`src/rtl/inst_mem_read_arbiter.sv`:
```
// inst_mem_read_arbiter: shares the single AXI read channel between NUM_REQ
// cache-side requesters (0 = dcache refill, 1 = uncached load, 2 = icache
// refill). One read transaction is outstanding at a time.
//
// Configuration macro: ARB_ROUND_ROBIN_EN
//   defined   -> round-robin arbitration starting after the last grant
//   undefined -> fixed priority, lowest index wins
//
// Handshake semantics: a transfer happens on any cycle where both valid and
// ready are high. arvalid is held with stable fields until arready. Response
// beats toward requesters have no back-pressure (resp_valid is a pure pulse).
module inst_mem_read_arbiter #(
    parameter int NUM_REQ = 3,
    parameter int ID_W    = 4
) (
    input  logic                   clk,
    input  logic                   reset,
    input  logic [NUM_REQ-1:0]     req_valid,
    input  logic [NUM_REQ*32-1:0]  req_addr,
    input  logic [NUM_REQ*8-1:0]   req_len,
    input  logic [NUM_REQ*3-1:0]   req_size,
    output logic [NUM_REQ-1:0]     req_ready,
    output logic [NUM_REQ-1:0]     resp_valid,
    output logic [31:0]            resp_data,
    output logic                   resp_last,
    output logic                   arvalid,
    output logic [31:0]            araddr,
    output logic [7:0]             arlen,
    output logic [2:0]             arsize,
    output logic [ID_W-1:0]        arid,
    input  logic                   arready,
    input  logic                   rvalid,
    input  logic [31:0]            rdata,
    input  logic                   rlast,
    input  logic [ID_W-1:0]        rid,
    output logic                   rready,
    output logic                   protocol_err,
    output logic [1:0]             dbg_state
);

    localparam int GW = (NUM_REQ > 1) ? $clog2(NUM_REQ) : 1;

    typedef enum logic [1:0] {
        S_IDLE = 2'd0,
        S_ADDR = 2'd1,
        S_DATA = 2'd2
    } state_t;

    state_t          state;
    logic [GW-1:0]   grant;
    logic            win_found;
    logic [GW-1:0]   win_idx;
    logic [31:0]     win_addr;
    logic [7:0]      win_len;
    logic [2:0]      win_size;
    logic            beat_match;

`ifdef ARB_ROUND_ROBIN_EN
    logic [GW-1:0]   last_grant;
    int              cand;
`endif

    assign dbg_state  = state;
    assign beat_match = rvalid && (rid == arid);

    // Pick the winner from the current req_valid and mux out its fields.
    always_comb begin
        win_found = 1'b0;
        win_idx   = '0;
        win_addr  = '0;
        win_len   = '0;
        win_size  = '0;
`ifdef ARB_ROUND_ROBIN_EN
        cand      = 0;
        for (int k = 0; k < NUM_REQ; k++) begin
            cand = (int'(last_grant) + 1 + k) % NUM_REQ;
            if (!win_found && req_valid[GW'(cand)]) begin
                win_found = 1'b1;
                win_idx   = GW'(cand);
            end
        end
`else
        for (int k = NUM_REQ - 1; k >= 0; k--) begin
            if (req_valid[k]) begin
                win_found = 1'b1;
                win_idx   = GW'(k);
            end
        end
`endif
        for (int k = 0; k < NUM_REQ; k++) begin
            if (win_idx == GW'(k)) begin
                win_addr = req_addr[32*k +: 32];
                win_len  = req_len[8*k +: 8];
                win_size = req_size[3*k +: 3];
            end
        end
    end

    // Accept pulse to the granted requester on the AR handshake cycle.
    always_comb begin
        req_ready = '0;
        if (state == S_ADDR && arvalid && arready) begin
            req_ready[grant] = 1'b1;
        end
    end

    // Zero-latency pass-through of matching R beats to the granted requester.
    always_comb begin
        resp_valid = '0;
        resp_data  = rdata;
        resp_last  = 1'b0;
        if (state == S_DATA && beat_match) begin
            resp_valid[grant] = 1'b1;
            resp_last         = rlast;
        end
    end

    // Main FSM with registered AR/R channel controls and sticky error flag.
    always_ff @(posedge clk) begin
        if (reset) begin
            state        <= S_IDLE;
            grant        <= '0;
            arvalid      <= 1'b0;
            araddr       <= '0;
            arlen        <= '0;
            arsize       <= '0;
            arid         <= '0;
            rready       <= 1'b0;
            protocol_err <= 1'b0;
`ifdef ARB_ROUND_ROBIN_EN
            last_grant   <= GW'(NUM_REQ - 1);
`endif
        end else begin
            // A beat outside DATA, or with a foreign ID, is never forwarded.
            if (rvalid && (state != S_DATA || rid != arid)) begin
                protocol_err <= 1'b1;
            end
            case (state)
                S_IDLE: begin
                    if (win_found) begin
                        grant   <= win_idx;
                        araddr  <= win_addr;
                        arlen   <= win_len;
                        arsize  <= win_size;
                        arid    <= ID_W'(win_idx);
                        arvalid <= 1'b1;
                        state   <= S_ADDR;
                    end
                end
                S_ADDR: begin
                    if (arready) begin
                        arvalid <= 1'b0;
                        rready  <= 1'b1;
                        state   <= S_DATA;
`ifdef ARB_ROUND_ROBIN_EN
                        last_grant <= grant;
`endif
                    end
                end
                S_DATA: begin
                    if (beat_match && rlast) begin
                        rready <= 1'b0;
                        state  <= S_IDLE;
                    end
                end
                default: state <= S_IDLE;
            endcase
        end
    end

endmodule

```
`config.mk`:
```
export PLATFORM = sky130hd
export DESIGN_NAME = inst_mem_read_arbiter
export DESIGN_NICKNAME = d
export VERILOG_FILES = /design/src/rtl/inst_mem_read_arbiter.sv
export SDC_FILE = /design/constraint.sdc
export NUM_CORES = 1
export LEC_CHECK = 0
export CAP_MARGIN = 40
export CORE_AREA = 2 2 101 103
export CTS_CLUSTER_SIZE = 25
export DETAILED_ROUTE_END_ITERATION = 8
export DIE_AREA = 0 0 103 105
export DONT_BUFFER_PORTS = 1
export PLACE_DENSITY = 0.53
export SLEW_MARGIN = 0
export SYNTH_ARGS = -nofsm -noshare
export SYNTH_HDL_FRONTEND = slang
export SYNTH_SLANG_ARGS = --single-unit
```
`constraint.sdc`:
```
create_clock -name clk -period 2.3 [get_ports clk]
set_clock_uncertainty 0.05 [all_clocks]
set_input_delay 0.23 -clock clk [delete_from_list [all_inputs] [get_ports clk]]
set_output_delay 0.23 -clock clk [all_outputs]
set_load 0.05 [all_outputs]
```
# After elaboration in Yosys (flattened, before gate mapping)
# Index checks and enable logic that the tools add are counted.
dict set report totals {
  reg_bits 50
  input_bits 173
  elab_cells 66
}
dict set report op_classes {
  order_cmp 2
  n_eq_ne 10
  muxes 30
  n_reduce_logical 16
}
# cell count
set ops {}
lappend ops {{$mux 32} 3}
lappend ops {{$mux 8} 3}
lappend ops {{$mux 3} 5}
lappend ops {{$mux 2} 6}
lappend ops {{$mux 1} 9}
lappend ops {{$reduce_and 3->1} 3}
lappend ops {{$logic_and 1x1->1} 7}
lappend ops {{$ne 2x2->1 const B} 3}
lappend ops {{$pmux 2 s3} 1}
lappend ops {{$eq 2x1->1 const B} 2}
lappend ops {{$eq 2x2->1 const B} 2}
lappend ops {{$eq 4x2->1} 1}
lappend ops {{$logic_not 2->1} 2}
lappend ops {{$ne 4x2->1} 1}
lappend ops {{$pmux 1 s2} 2}
lappend ops {{$reduce_bool 2->1} 2}
lappend ops {{$lt 2x3->1 const B} 1}
lappend ops {{$demux 1 s2} 1}
lappend ops {{$ge 2x1->1 const B} 1}
lappend ops {{$ne 2x1->1 const B} 1}
lappend ops {{$reduce_and 2->1} 1}
lappend ops {{$logic_or 1x1->1} 1}

# Longest topological paths before layout
# Gate-level depths: netlist of the first run.
dict set report logic_depth {
  word_depth 7
  ltp_mapped 7
}

# Worst setup path before layout of the first run
# No wires, ideal clock.
dict set report synth_timing {
  path_kind {register to output}
  from {reg arid[0]}
  to {out resp_valid[2]}
  arrival_ns 2.931
  t_required_ns 2.020
  path_slack_ns -0.911
  path_stages_with_launch 4
  path_buffers 0
  path_cell_list {dfxtp_1 xor2_1 or4_1 nor4_1}
}
dict set report synth_via {
  elab_chain_cells 5
  word_cells_on_any_way 9
  classes_between {2 x order compare; 1 x eq/ne; 3 x mux; 3 x reduce/logical}
}
# element line_no
set synth_lines {}
lappend synth_lines {{start, declared} 30} ;# output logic [ID_W-1:0] arid,
lappend synth_lines {{start signal, assigned} 145} ;# arid <= ID_W'(win_idx);
lappend synth_lines {{$lt 2x3->1 or $ge 2x1->1 (tied branches)} -}
lappend synth_lines {{$logic_and 1x1->1} -}
lappend synth_lines {{$mux 1} -}
lappend synth_lines {{$demux 1 s2} -}
lappend synth_lines {{$mux 3 (*)} 112} ;# if (state == S_DATA && beat_match) begin
lappend synth_lines {{end, declared} 23} ;# output logic [NUM_REQ-1:0] resp_valid,
# Every way passes the cells marked *; elsewhere a longest branch is shown, timed or not.

# Final worst setup path of the first run
# Same ends and word-level chain as after synthesis.

==> results of run 1 <==
[report_power, final]
part	total, mW	leakage [nW]	switching, mW	internal (mW)
logic	0.579	0.823	0.336	0.243
registers	1.39	0.415	0.418	0.971
clock network	0.605	0.0575	0.301	0.305
[cell type report]
cell class | count | area (um^2) | area share (%)
Multi-Input combinational cell | 302 | 2130 | 58.4
Sequential cell | 50 | 1000 | 27.4
Inverter | 1 | 3.75 | 0.103
Timing Repair Buffer | 23 | 238 | 6.52
Tap cell | 133 | 166 | 4.56
Clock buffer | 8 | 110 | 3.02
[sequential cells by signal, indices dropped and copies added (netlist names)]
name / count
protocol_err: 1
arid: 2
arlen: 8
rready: 1
araddr: 32
dbg_state: 2
arsize: 3
arvalid: 1
[final timing paths]
check | end | slack (ps) | cells past startpoint
hold reg to reg | protocol_err$_SDFFE_PP0P_ | 660 | 2
setup / recovery | resp_valid[2] | 170 | 4
hold / removal | araddr[15]$_SDFFE_PP0P_ | 40 | 2
setup reg to reg | arsize[2]$_SDFFE_PP0P_ | 740 | 5
[routing by layer]
metal | global-route usage (%) | up-vias
li1 | - | 1425
met1 | 21.3 | 1397
met2 | 30.4 | 141
met3 | 4.41 | 14
met4 | 4.32 | 0
met5 | 0 | -
[cell families (layout without fill, tap and decap cells)]
group / Yosys count / in the layout / share of synthesized area [%]
AO/OA/AOI/OAI: 142 / 142 / 35.2
XOR/XNOR: 2 / 2 / 0.491
other: 1 / 2 / 0.105
flip-flops: 50 / 50 / 28.1
buffers and inverters: 81 / 32 / 13.4
AND/OR/NAND/NOR: 156 / 156 / 22.8
[worst register-to-register path: stages (launching register included)]
cell and delay, ps:
dfxtp_1 320, buf_4 210, nor2_4 150, and2_4 150
buf_4 370, a311oi_2 180
[cells in the final DEF, fill, tap and decap left out, drive strengths merged]
master       netlist  routed
nand2             87      87
a21oi             47      47
and4b              1       1
nor3b              1       1
inv                1       1
o21bai             1       1
and3b              1       1
or3                1       1
dfxtp             50      50
xor2               2       2
dlygate4sd3        0       3
and2               1       1
o31ai              3       3
nand4bb            1       1
clkbuf            31       8
or4b               1       1
nor2               7       7
a2111oi            1       1
nor3               3       3
a21o              43      43
or4                1       1
buf               49      20
nand2b             2       2
o21a               1       1
nor4               1       1
conb               1       2
and3               2       2
a22oi              2       2
nor2b              2       2
a311oi            44      44
nand3b            44      44
[what timing repair did]
| item | CTS | global route |
|---|---|---|
| resized for setup | 0 | 1 |
| hold endpoints to repair | 50 | 0 |
| setup endpoints to repair | 0 | 2 |
| hold buffers | 4 | 0 |
==> impl_metrics.yaml, run 1 <==
worst_hold_path:
  hp-class: "primary input to flip-flop"
  min-delay-start: "req_addr[15]"
yosys:
  synth-edff-count: 0
  syn_avg_cell_area_um2: 8.26
  yosysTopAreaCellShare_pct: 28.1
  yosysMostFrequentCell: "nand2_1"
  synthTopCellsByArea: "dfxtp_1, a311oi_2, nand3b_1"
  synth_cells: 432
  ys.warnings.count: 0
  ys.flop_type: "dfxtp_1"
  synth-seq-area-share_pct: 28.1
  synth_top_cell_by_area: "dfxtp_1"
  ys_async_sr_fraction_pct: 0
  ys_top_cells_by_count: "nand2_1, dfxtp_1, a21oi_1"
  synth-seq-cells: 50
  syn_area_um2: 3570
  yosys.cell_types.count: 34
timing:
  timing.slew.headroom_pct: 61.3
  slew_viol_final: 0
  fmax_ghz: 0.470
  hold_ws_ps: 35.9
  tightest_slew_ps: 580
  hold_viol_final: 0
  fin_tns_setup_ps: 0
  layout_setup_ws_ps: 174
  period_share_pct: 92.4
  rsz0062_at_grt: "no"
  layout_min_cycle_time_ps: 2130
  setup_viol: 0
pwr:
  leakage_nw: 1.30
  peakVddDrop_mv: 0.261
  totalPowerFinal_mw: 2.57
  powerDensity_nw_per_um2: 706
floorplanning:
  num_rows: 36
  die_w_um: 103
  top_level_ports: 264
  die-area_um2: 10800
  start_util_pct: 37.0
  die_y_um: 105
  core_um2: 9640
layout:
  nets: 556
  finalInstanceArea_um2: 3650
  nFillCells: 1002
  syn_to_final_growth_pct: 2.21
  num_antenna_cells: 0
  fin_util_pct: 37.8
  instances_no_fill: 517
  layout-drive-gt1-share_pct: 19.5
clock_network:
  cts_sinks: 50
  clk_transition_reported_paths_ps: 100
  cts-root-buf: "clkbuf_8"
  clock_latency_ps: 300
  postCtsSetupBuffers: 0
  cts_max_level: 2
  cts_tree: "done"
  clk_path_buf_depth: 2
  cts_made_buffers: 5
grt:
  gr-total-overflow: 0
  grt_max_degree: 90
  grt_pass1_wl_um: 15100
  grt_pass1_vias: 2911
  grt_usage_pct: 17.5
  antenna_found_initial: 0
place:
  place_area_um2: 3470
  dpl_worst_slack_ps: 448
  dp.cells: 505
  port-buffer-count: 0
  gp_congestion: 0.792
  dp_hpwl_um: 6830
detailed_routing:
  drc: 0
  drt-initial-drc-count: 88
  drt-vias-per-instance: 5.76
  wl_met1_um: 4210
  dr.pass1.iters: 4
  wl_per_cell_um: 19.6
  wl_um: 10100
  routed.top_layer: "met4"
  wl_met3_um: 824
  num_vias: 2977
  ant_nets: 0
  met2_wirelength_um: 4960
critical_path:
  startpoint_type: "flip-flop"
  cp_top_family: "simple AND/OR/NAND/NOR gates"
  critPathSlowestCell: "or4_1"
  crit_required_ps: 2020
  end_kind: "output pin"
  path_cells: "xor2_1, or4_1, nor4_2, buf_4"
  path_class: "flip-flop to output pin"
  crit_buf_inv: 1
  critPathMaxStageDelay_ps: 510
  arrival_ps: 1850
  critPathMaxFanout: 4
  crit_start: "arid[0]$_SDFFE_PP0P_"
  r2r-start: "dbg_state[0]$_SDFFE_PP0P_"
flow_run:
  max_cap_violations: 0
status:
  run_status: "finished, final reports clean"
Power figures use the tool's default switching activity.
==> run 2, diff against run 1 <==
--- a/config.mk
+++ b/config.mk
@@ -6,12 +6,14 @@
 export NUM_CORES = 1
 export LEC_CHECK = 0
 export CAP_MARGIN = 40
-export CORE_AREA = 2 2 101 103
+export CELL_PAD_IN_SITES_DETAIL_PLACEMENT = 1
+export CELL_PAD_IN_SITES_GLOBAL_PLACEMENT = 2
+export CORE_UTILIZATION = 35
 export CTS_CLUSTER_SIZE = 25
 export DETAILED_ROUTE_END_ITERATION = 8
-export DIE_AREA = 0 0 103 105
 export DONT_BUFFER_PORTS = 1
-export PLACE_DENSITY = 0.53
+export GPL_TIMING_DRIVEN = 1
+export PLACE_DENSITY = 0.87
 export SLEW_MARGIN = 0
 export SYNTH_ARGS = -nofsm -noshare
 export SYNTH_HDL_FRONTEND = slang
==> impl_metrics.yaml, run 2 (synthesis gave the netlist of run 1 again) <==
status:
  run_status: "finished, final reports clean"
grt:
  grt_pass1_vias: 3095
  gr-total-overflow: 0
  grt_max_degree: 90
  grt_usage_pct: 19.2
  grt_pass1_wl_um: 15800
  antenna_found_initial: 0
critical_path:
  critPathMaxFanout: 4
  crit_required_ps: 2020
  path_cells: "xor2_1, or4_1, nor4_2, buf_4"
  crit_buf_inv: 1
  path_class: "flip-flop to output pin"
  critPathMaxStageDelay_ps: 520
  startpoint_type: "flip-flop"
  r2r_cells: 4
  critPathSlowestCell: "or4_1"
  end_kind: "output pin"
  cp_top_family: "simple AND/OR/NAND/NOR gates"
  arrival_ps: 1920
  path_depth: 4
timing:
  slew_viol_final: 0
  period_share_pct: 95.8
  rsz0062_at_grt: "no"
  fmax_ghz: 0.454
  hold_viol_final: 0
  timing.slew.headroom_pct: 51.8
  fin_tns_setup_ps: 0
  setup_viol: 0
  tightest_slew_ps: 723
  layout_min_cycle_time_ps: 2200
detailed_routing:
  wl_um: 10600
  drt-initial-drc-count: 44
  drc: 0
  drt-vias-per-instance: 6.03
  dr.pass1.iters: 4
  ant_nets: 0
  num_vias: 3110
  wl_per_cell_um: 20.5
place:
  port-buffer-count: 0
  gp_congestion: 0.776
  dp.cells: 504
  dp_hpwl_um: 7100
  place_area_um2: 3480
clock_network:
  cts-root-buf: "clkbuf_8"
  cts_made_buffers: 5
  cts_sinks: 50
  clk_path_buf_depth: 2
  postCtsSetupBuffers: 0
  cts_tree: "done"
  cts_max_level: 2
  clock_latency_ps: 310
  clk_transition_reported_paths_ps: 90
pwr:
  peakVddDrop_mv: 0.254
  p_switching_mw: 1.07
  powerDensity_nw_per_um2: 710
  totalPowerFinal_mw: 2.59
  leakage_nw: 1.30
  p_int_mw: 1.52
  seqPwrFrac_pct: 52.9
  switching_share_pct: 41.3
  pwr-share-clk_pct: 23.7
  combPwrFrac_pct: 23.3
layout:
  max_flop_register: "araddr"
  instances_no_fill: 516
  syn_to_final_growth_pct: 2.35
  ff_latch_area_um2: 1000
  layout-drive-gt1-share_pct: 19.3
  multi_input_area_um2: 2130
  final_common_cell: "nand2_1"
  finalInstanceArea_um2: 3650
  largest_register_ffs: 32
  nFillCells: 1189
  top_regs: "araddr: 32 flops, arlen: 8 flops, arsize: 3 flops"
  num_antenna_cells: 0
  nets: 555
  layout_common_cells: "nand2_1, dfxtp_1, a21oi_1"
worst_hold_path:
  whs_path_depth: 2
  hp-class: "primary input to flip-flop"
floorplanning:
  die_y_um: 103
  top_level_ports: 264
  die-area_um2: 10600
  core_um2: 9820
  start_util_pct: 36.3
  die_w_um: 103
  num_rows: 36
flow_run:
  max_cap_violations: 0
==> run 2: cell types whose count changed in the layout (fill, tap and decap cells not counted) <==
cell	change
buf_4	-2
buf_12	+1
==> run 2: worst paths after layout <==
| check | end | slack (ps) | startpoint |
|---|---|---|---|
| worst min-delay path | araddr[15]$_SDFFE_PP0P_ | 20 | req_addr[15] |
| worst max register to register | araddr[8]$_SDFFE_PP0P_ | 560 | dbg_state[0]$_SDFFE_PP0P_ |
| worst min register to register | araddr[16]$_SDFFE_PP0P_ | 480 | araddr[16]$_SDFFE_PP0P_ |
| worst max-delay path | resp_valid[2] | 100 | arid[0]$_SDFFE_PP0P_ |
==> run 2: repair_timing <==
action,4_1_cts,5_1_grt
hold buffers,3,1
resized for setup,0,1
endpoints found under the setup margin,0,3
endpoints found under the hold margin,50,1
==> run 2: power by group through the flow <==
stage	clock network (mW)	registers, mW	logic [mW]
CTS	0.644	1.38	0.610
detailed placement	0	1.40	0.582
finish	0.616	1.37	0.604
floorplan	0	1.41	0.652
global route	0.676	1.39	0.663
global placement	0	1.39	0.561
==> run 2: layer usage <==
metal	GRT usage (%)	part of all wire, %	up-vias
met5	0	0	-
met2	35.6	51	149
met4	4.98	1.2	0
li1	-	-	1417
met3	5.63	8.3	13
met1	21.4	39	1531
==> run 2: cell type report <==
| cell class | count | area share, % |
|---|---|---|
| Inverter | 1 | 0.103 |
| Clock buffer | 8 | 3.01 |
| Timing Repair Buffer | 22 | 6.65 |
| Sequential cell | 50 | 27.4 |
| Multi-Input combinational cell | 302 | 58.3 |
| Tap cell | 133 | 4.56 |
==> run 2: metrics by stage <==
stage / setup WS (ps) / util, % / hold WS (ps)
floorplan: -356 / - / 289
global placement: 470 / 35.4 / 257
detailed placement: 409 / 35.4 / 258
CTS: 52.4 / 37.0 / 4.87
global route: 48.6 / 37.2 / 14.9
finish: 96.7 / 37.2 / 23.2
==> run 3, diff against run 2 <==
--- a/config.mk
+++ b/config.mk
@@ -8,12 +8,13 @@
 export CAP_MARGIN = 40
 export CELL_PAD_IN_SITES_DETAIL_PLACEMENT = 1
 export CELL_PAD_IN_SITES_GLOBAL_PLACEMENT = 2
-export CORE_UTILIZATION = 35
+export CORE_UTILIZATION = 32
+export CTS_CLUSTER_DIAMETER = 30
 export CTS_CLUSTER_SIZE = 25
 export DETAILED_ROUTE_END_ITERATION = 8
 export DONT_BUFFER_PORTS = 1
 export GPL_TIMING_DRIVEN = 1
-export PLACE_DENSITY = 0.87
+export PLACE_DENSITY = 0.81
 export SLEW_MARGIN = 0
 export SYNTH_ARGS = -nofsm -noshare
 export SYNTH_HDL_FRONTEND = slang
==> constraint.sdc (replaced) <==
create_clock -name clk -period 2.26 [get_ports clk]
set_clock_uncertainty 0.05 [all_clocks]
set_input_delay 0.226 -clock clk [delete_from_list [all_inputs] [get_ports clk]]
set_output_delay 0.226 -clock clk [all_outputs]
set_load 0.05 [all_outputs]
==> impl_metrics.yaml, run 3 (synthesis gave the netlist of run 1 again) <==
timing:
  setup_viol: 0
  hold_viol_final: 0
  slew_viol_final: 0
  period_share_pct: 93.2
  tightest_slew_ps: 737
  rsz0062_at_grt: "no"
  layout_min_cycle_time_ps: 2110
  fmax_ghz: 0.475
  hold_ws_ps: 38.9
  timing.slew.headroom_pct: 50.9
layout:
  syn_to_final_growth_pct: 1.65
  fin_util_pct: 33.5
  layout_common_cells: "nand2_1, dfxtp_1, a21oi_1"
  nets: 554
  top_regs: "araddr: 32 flops, arlen: 8 flops, arsize: 3 flops"
  layout-drive-gt1-share_pct: 18.9
  num_antenna_cells: 0
  nFillCells: 1276
  largest_register_ffs: 32
  max_flop_register: "araddr"
  final_common_cell: "nand2_1"
  finalInstanceArea_um2: 3630
pwr:
  powerDensity_nw_per_um2: 697
  seqPwrFrac_pct: 56.0
  p_switching_mw: 1.06
  p_int_mw: 1.47
  pwr-share-clk_pct: 20.5
  peakVddDrop_mv: 0.258
  leakage_nw: 1.28
  combPwrFrac_pct: 23.5
  totalPowerFinal_mw: 2.53
  switching_share_pct: 41.9
detailed_routing:
  wl_per_cell_um: 21.4
  drc: 0
  wl_um: 11100
  dr.pass1.iters: 4
  drt-initial-drc-count: 130
  drt-vias-per-instance: 5.84
  ant_nets: 0
  num_vias: 3039
critical_path:
  cp_top_family: "simple AND/OR/NAND/NOR gates"
  startpoint_type: "flip-flop"
  path_cells: "xor2_1, or4_1, nor4_2, buf_4"
  critPathSlowestCell: "or4_1"
  r2r-start: "dbg_state[0]$_SDFFE_PP0P_"
  crit_buf_inv: 1
  critPathMaxStageDelay_ps: 510
  end_kind: "output pin"
  path_class: "flip-flop to output pin"
  r2r_cells: 4
  crit_required_ps: 1980
  critPathMaxFanout: 4
  arrival_ps: 1830
  reg2reg_to: "araddr[10]$_SDFFE_PP0P_"
  ff2ff_setup_slack_ps: 500
status:
  run_status: "finished, final reports clean"
grt:
  grt_usage_pct: 19.0
  grt_max_degree: 90
  gr-total-overflow: 0
  grt_pass1_wl_um: 17000
  grt_pass1_vias: 3149
  antenna_found_initial: 0
floorplanning:
  core_um2: 10800
  top_level_ports: 264
  num_rows: 38
  die-area_um2: 11600
  die_w_um: 108
  start_util_pct: 32.9
  die_y_um: 108
worst_hold_path:
  min-delay-start: "req_addr[16]"
  whs_path_depth: 2
  hold-path-endpoint: "araddr[16]$_SDFFE_PP0P_"
  hp-class: "primary input to flip-flop"
clock_network:
  postCtsSetupBuffers: 0
  clock_latency_ps: 290
  clk_path_buf_depth: 2
  clk_transition_reported_paths_ps: 90
  cts_max_level: 2
  cts-root-buf: "clkbuf_8"
  cts_tree: "done"
  cts_sinks: 50
  cts_made_buffers: 5
place:
  dp_hpwl_um: 7530
  port-buffer-count: 0
  gp_congestion: 0.798
  place_area_um2: 3480
flow_run:
  max_cap_violations: 0
## run 3: cell count changes in the layout (fill, tap and decap cells not counted), sizes merged
cell / before / now
buf: 19 / 18
clkbuf: 8 / 6
## run 3: worst reg2reg max path: stages, from the launching register on
cell,delay [ps]
dfxtp_1,320
buf_4,210
nor2_4,150
and2_4,650
a311oi_2,220
## run 3: worst max-delay path by stage
stage | start | cells past startpoint | endpoint
after floorplan | arid[0]$_SDFFE_PP0P_ | 3 | resp_valid[2]
after global placement | dbg_state[0]$_SDFFE_PP0P_ | 4 | resp_valid[1]
after detailed placement | dbg_state[0]$_SDFFE_PP0P_ | 4 | resp_valid[1]
after CTS | dbg_state[0]$_SDFFE_PP0P_ | 4 | resp_valid[1]
after global routing | arid[0]$_SDFFE_PP0P_ | 4 | resp_valid[2]
final | arid[0]$_SDFFE_PP0P_ | 4 | resp_valid[2]
## run 3: final cells by class
class | instances | area (um^2) | area share (%)
multi-input combinational | 302 | 2130 | 58.7
sequential | 50 | 1000 | 27.6
timing repair buffer | 21 | 235 | 6.49
tap | 140 | 175 | 4.83
clock buffer | 6 | 82.6 | 2.28
inverter | 1 | 3.75 | 0.103
## run 3: stage by stage
stage	setup TNS (ps)	setup slack [ps]	std cells
floorplan	-693	-392	433
global placement	0	448	510
detailed placement	0	399	510
CTS	0	51.5	520
global route	0	88.7	520
finish	0	154	520
## run 3: timing repair
action / in CTS / in global routing
gates resized for setup: 0 / 1
endpoints found under the setup margin: 0 / 1
hold buffers: 4 / 0
hold endpoints to repair: 50 / 0
## run 3: metal layers
metal | vias to the layer above | GRT usage (%) | routed length [um]
met5 | - | 0 | 0
met2 | 140 | 36.1 | 5890
met1 | 1472 | 20.5 | 4240
met4 | 0 | 4.70 | 93
li1 | 1413 | - | -
met3 | 14 | 5.08 | 928
## run 3: power by group through the flow
stage / clock network (mW) / registers, mW / logic, mW
6_report: 0.518 / 1.42 / 0.594
5_1_grt: 0.580 / 1.43 / 0.655
4_1_cts: 0.553 / 1.42 / 0.602
3_5_place_dp: 0 / 1.44 / 0.572
3_3_place_gp: 0 / 1.44 / 0.552
2_1_floorplan: 0 / 1.44 / 0.664
